File: config.mk
export PLATFORM = sky130hd
export DESIGN_NAME = param_memory_module
export DESIGN_NICKNAME = d
export VERILOG_FILES = /design/src/rtl/mem_pkg.sv /design/src/rtl/clear_sequencer.sv /design/src/rtl/param_memory_module.sv
export SDC_FILE = /design/constraint.sdc
export NUM_CORES = 1
export LEC_CHECK = 0
export ABC_AREA = 1
export CAP_MARGIN = 20
export CELL_PAD_IN_SITES_DETAIL_PLACEMENT = 1
export CELL_PAD_IN_SITES_GLOBAL_PLACEMENT = 1
export CORE_MARGIN = 1.5
export CORE_UTILIZATION = 35
export DETAILED_ROUTE_END_ITERATION = 12
export GPL_ROUTABILITY_DRIVEN = 0
export HOLD_SLACK_MARGIN = 0.03
export PLACE_DENSITY = 0.73
export RECOVER_POWER = 50
export SYNTH_ARGS = -nofsm -noshare
export SYNTH_HDL_FRONTEND = slang
export SYNTH_SLANG_ARGS = --single-unit
export TNS_END_PERCENT = 1
File: constraint.sdc
create_clock -name clock -period 3.79 [get_ports clock]
set_clock_uncertainty 0.15 [all_clocks]
set_input_delay 0.5685 -clock clock [delete_from_list [all_inputs] [get_ports clock]]
set_output_delay 0.5685 -clock clock [all_outputs]
set_load 0.01 [all_outputs]
File: src/rtl/mem_pkg.sv
// Shared types and helpers for param_memory_module and its clear sequencer.
// The parity helper is only called when MEM_PARITY_EN is defined.
package mem_pkg;

  // Sweep-clear controller states
  typedef enum logic {
    IDLE  = 1'b0,
    CLEAR = 1'b1
  } state_e;

  localparam int DEFAULT_DATA_WIDTH = 8;
  localparam int DEFAULT_ADDR_WIDTH = 3;

  // Widest data word the parity helper accepts; callers zero-extend.
  localparam int PARITY_MAX_W = 64;

  // Even parity bit: makes the XOR of data plus parity bit equal zero.
  function automatic logic even_parity(input logic [PARITY_MAX_W-1:0] word);
    return ^word;
  endfunction

endpackage

File: src/rtl/clear_sequencer.sv
// Sweep-clear controller: walks a pointer across every address, one word per
// cycle, and tells the array logic which word to zero. busy is high for
// exactly DEPTH cycles after a clear request is accepted in IDLE.
module clear_sequencer
  import mem_pkg::*;
#(
  parameter int ADDR_WIDTH = DEFAULT_ADDR_WIDTH
) (
  input  logic                  clock,
  input  logic                  reset,
  input  logic                  clear_i,
  output logic                  busy_o,
  output logic                  clr_we_o,
  output logic [ADDR_WIDTH-1:0] clr_addr_o
);

  localparam logic [ADDR_WIDTH-1:0] LAST_ADDR = '1;

  state_e                state_q;
  logic [ADDR_WIDTH-1:0] ptr_q;
  logic                  busy_q;

  // FSM and sweep pointer; reset aborts any sweep in progress
  always_ff @(posedge clock) begin
    if (!reset) begin
      state_q <= IDLE;
      ptr_q   <= '0;
      busy_q  <= 1'b0;
    end else begin
      case (state_q)
        IDLE: begin
          if (clear_i) begin
            state_q <= CLEAR;
            ptr_q   <= '0;
            busy_q  <= 1'b1;
          end
        end
        CLEAR: begin
          ptr_q <= ptr_q + ADDR_WIDTH'(1);
          if (ptr_q == LAST_ADDR) begin
            state_q <= IDLE;
            busy_q  <= 1'b0;
          end
        end
        default: begin
          state_q <= IDLE;
          busy_q  <= 1'b0;
        end
      endcase
    end
  end

  assign busy_o     = busy_q;
  assign clr_we_o   = (state_q == CLEAR);
  assign clr_addr_o = ptr_q;

endmodule

File: src/rtl/param_memory_module.sv
// Parameterised single-port synchronous RAM with registered read, valid and
// conflict strobes, and a multi-cycle sweep-clear engine.
// Optional build macro MEM_PARITY_EN: stores an even-parity bit per word and
// adds the parity_err output, which pulses with valid on a parity mismatch.
module param_memory_module
  import mem_pkg::*;
#(
  parameter int DATA_WIDTH = DEFAULT_DATA_WIDTH,
  parameter int ADDR_WIDTH = DEFAULT_ADDR_WIDTH
) (
  input  logic                  clock,
  input  logic                  reset,
  input  logic [DATA_WIDTH-1:0] data,
  input  logic [ADDR_WIDTH-1:0] address,
  input  logic                  chip_select,
  input  logic                  rE,
  input  logic                  wE,
  input  logic                  clear,
  output logic [DATA_WIDTH-1:0] dataOut,
  output logic                  valid,
  output logic                  busy,
  output logic                  conflict
`ifdef MEM_PARITY_EN
  ,
  output logic                  parity_err
`endif
);

  localparam int DEPTH = 2 ** ADDR_WIDTH;
`ifdef MEM_PARITY_EN
  localparam int WORD_W = DATA_WIDTH + 1;
`else
  localparam int WORD_W = DATA_WIDTH;
`endif

  logic [WORD_W-1:0]     mem_q [DEPTH];
  logic [DATA_WIDTH-1:0] dout_q;
  logic                  valid_q;
  logic                  conflict_q;

  logic                  seq_busy;
  logic                  clr_we;
  logic [ADDR_WIDTH-1:0] clr_addr;

  logic                  access_ok;
  logic                  rd_en;
  logic                  wr_en;
  logic [WORD_W-1:0]     wr_word;
  logic [WORD_W-1:0]     rd_word;

  clear_sequencer #(
    .ADDR_WIDTH(ADDR_WIDTH)
  ) u_clear_sequencer (
    .clock     (clock),
    .reset     (reset),
    .clear_i   (clear),
    .busy_o    (seq_busy),
    .clr_we_o  (clr_we),
    .clr_addr_o(clr_addr)
  );

  // A clear request or an active sweep swallows any access in that cycle.
  assign access_ok = chip_select && !clear && !seq_busy;
  assign rd_en     = access_ok && rE;
  assign wr_en     = access_ok && wE;
  assign rd_word   = mem_q[address];

`ifdef MEM_PARITY_EN
  assign wr_word = {even_parity(PARITY_MAX_W'(data)), data};
`else
  assign wr_word = data;
`endif

  // Array writes (sweep or user) and registered read-first port
  always_ff @(posedge clock) begin
    if (!reset) begin
      for (int i = 0; i < DEPTH; i++) begin
        mem_q[i] <= '0;
      end
      dout_q     <= '0;
      valid_q    <= 1'b0;
      conflict_q <= 1'b0;
    end else begin
      valid_q    <= rd_en;
      conflict_q <= rd_en && wr_en;
      if (rd_en) begin
        dout_q <= rd_word[DATA_WIDTH-1:0];
      end
      if (clr_we) begin
        mem_q[clr_addr] <= '0;
      end else if (wr_en) begin
        mem_q[address] <= wr_word;
      end
    end
  end

`ifdef MEM_PARITY_EN
  logic parity_err_q;

  // Parity check on the word being read, aligned with valid
  always_ff @(posedge clock) begin
    if (!reset) begin
      parity_err_q <= 1'b0;
    end else begin
      parity_err_q <= rd_en &&
        (rd_word[DATA_WIDTH] != even_parity(PARITY_MAX_W'(rd_word[DATA_WIDTH-1:0])));
    end
  end

  assign parity_err = parity_err_q;
`endif

  assign dataOut  = dout_q;
  assign valid    = valid_q;
  assign busy     = seq_busy;
  assign conflict = conflict_q;

endmodule

==> impl_metrics.yaml <==
logic_synthesis:
  synth_cell_types: 23
  synth.yosys.warnings: 0
  synth_area_sq_um: 3790
  yosysSeqAreaShare_pct: 58.6
  syn_inst: 413
  ys_ff_latch: 79
  syn_nets: 432
  postSynthAreaPerCell_sq_um: 9.18
pwr:
  irDropWorstVdd_mv: 0.152
  pwr-share-comb_pct: 9.1
  clkPwrFrac_pct: 37.9
  power_per_cell_area_nw_per_um2: 425
  swShare_pct: 24.6
  p_int_mw: 1.40
  leakagePower_nw: 1.73
  sequentialPowerShare_pct: 53.1
  switching_power_mw: 0.455
  finalPower_mw: 1.85
timing:
  tightest_slew_ns: 0.528
  max_freq_mhz: 332
  hold_viol_final: 0
  setup_viol: 0
  whs_ns: 0.313
  slew_headroom_pct: 64.7
  grt_setup_unrepaired: "false"
  setup_ws_ns: 0.779
  final_max_slew_viol_count: 0
  finalCriticalPeriod_ns: 3.01
  finalCritPeriodShare_pct: 79.4
  fin_tns_setup_ns: 0
worst_hold_path:
  hold_end: "dataOut[3]"
  hp-start: "dataOut[3]"
  worstHoldPathType: "reg2reg"
  hold_path_depth: 2
cts:
  clockRootBuffer: "clkbuf_8"
  cts_setup_buffers: 0
  path_clk_slew_ns: 0.09
  cts_resized: 0
  clock_sinks: 79
  postCtsHoldBufs: 0
  cts_tree: "yes"
  numCtsBuffers: 9
  clk_latency_ns: 0.36
  clock_path_buffers: 2
  cts_max_level: 3
global_routing:
  grt_usage_pct: 18.7
  grt_pass1_vias: 2890
  grt_pass1_wl_um: 15800
  grt_overflow: 0
  grt_max_degree: 34
  antenna_found_initial: 0
detailed_routing:
  drt-pass1-iter-count: 4
  wl_per_cell_um: 17.1
  drc: 0
  wirelength_um: 9940
  viasPerCell: 4.90
  ant_nets: 0
  drtIter0Drc: 209
  vias: 2844
status:
  status: "complete, no violations"
floorplan:
  core_sq_um: 10400
  fp.dieArea_sq_um: 11500
  die_width_um: 107
  rows: 37
  start_util_pct: 36.4
  die_height_um: 107
  io_pins: 28
placement:
  port_buffers: 27
  placed_area_sq_um: 4180
  dp_slack_ns: 0.931
  place_hpwl_um: 7270
flow_run:
  drv_cap: 0
worst_setup_path:
  start_kind: "input port"
  path_max_fanout: 9
  reg2reg_slack_ns: 1.33
  critPathArrivalTime_ns: 2.89
  cp.required_ns: 3.67
  reg2reg_from: "u_clear_sequencer.busy_o"
  rr_endpoint: "mem_q[5][5]"
  crit_type: "in2reg"
  end_kind: "flip-flop"
  r2r_cells: 7
finish:
  fillers: 1194
  syn_to_final_growth_pct: 14.9
  final_common_cell: "nand2_1"
  final_area_sq_um: 4350
  drive_gt1_share_pct: 9.91
  layout_common_cells: "119 x nand2_1, 87 x nor2_1, 64 x edfxtp_1"
  num-nets-final: 458
  antenna_cells: 0
power by group through the flow:
stage / Combinational (mW) / Clock [mW] / Sequential, mW
6_report: 0.168 / 0.701 / 0.983
5_1_grt: 0.185 / 0.745 / 0.986
4_1_cts: 0.175 / 0.706 / 0.983
3_5_place_dp: 0.174 / 0 / 1.00
3_3_place_gp: 0.171 / 0 / 1.00
2_1_floorplan: 0.112 / 0 / 0.999
critical path, cell delays in order:
cell,delay (ns)
dlygate4sd3_1,0.57
inv_1,0.08
nand2_1,0.05
nor2_1,0.40
nand2_2,0.09
nand2_1,0.11
nand2_1,0.21
nor2_8,0.27
nand2_1,0.21
nand2_1,0.31
cell usage after synthesis:
library cell  number  share of area (%)
nor2_4             5                1.5
nand3_1           32                4.2
clkbuf_1           7               0.69
a211oi_1           1               0.20
ha_1               2               0.66
nand4_4            1               0.56
dfxtp_1           15                7.9
nand2_4            8                2.4
inv_4              1               0.17
edfxtp_1          64                 51
inv_1             24                2.4
buf_2              6               0.79
nor3_1             1               0.13
a21oi_1           11                1.5
nor2_1            86                8.5
inv_2              4               0.40
nand2_1          113                 11
buf_1              1              0.099
nand4_1            6               0.99
buf_6              1               0.30
nor2_8             3                1.6
o21ai_0            9                1.2
nand2_2           12                2.0
routing by layer:
| metal | track usage [%] | routed length [um] | vias to the layer above |
|---|---|---|---|
| met1 | 26.5 | 4870 | 1373 |
| met5 | 0 | 0 | - |
| met3 | 3.59 | 407 | 13 |
| li1 | - | - | 1395 |
| met2 | 29.3 | 4550 | 63 |
| met4 | 4.86 | 111 | 0 |
how the worst max path moves through the flow:
stage,start,to,slack [ns],cells after the start
after floorplan,reset,mem_q[0][0],1.68,9
after detailed placement,chip_select,mem_q[7][0],0.93,9
after global routing,clear,mem_q[5][5],0.61,10
final,clear,mem_q[5][5],0.78,10
after CTS,chip_select,mem_q[7][6],1.31,9
after global placement,address[1],mem_q[6][2],0.97,7
logic make-up after synthesis:
family / count (synthesis) / share of synthesized area [%]
AOI/OAI and AO/OA: 21 / 2.84
buffers and inverters: 44 / 4.82
DFF: 79 / 58.6
and+or+nand+nor: 267 / 33.0
adders and majority gates: 2 / 0.660
sequential cells by signal, summed over array words and instances (netlist names):
register / count
dataOut: 8
valid: 1
u_clear_sequencer.clr_addr_o: 3
conflict: 1
u_clear_sequencer.clr_we_o: 1
mem_q: 64
u_clear_sequencer.busy_o: 1
metrics by stage:
step           utilization [%]  cells
4_1_cts                   42.3    580
2_1_floorplan                -    413
3_3_place_gp              40.1    564
6_report                  41.8    580
3_5_place_dp              40.1    564
5_1_grt                   41.8    580
final cells by class:
| type | count | area (sq um) | area share [%] |
|---|---|---|---|
| inverters | 29 | 111 | 2.56 |
| clock inverters | 6 | 92.6 | 2.13 |
| clock buffers | 10 | 128 | 2.93 |
| well taps | 136 | 170 | 3.91 |
| flip-flops and latches | 79 | 2220 | 51.0 |
| multi-input cells | 290 | 1340 | 30.7 |
| repair buffers | 30 | 293 | 6.72 |
Note: power is estimated with default switching activity, not from simulation.
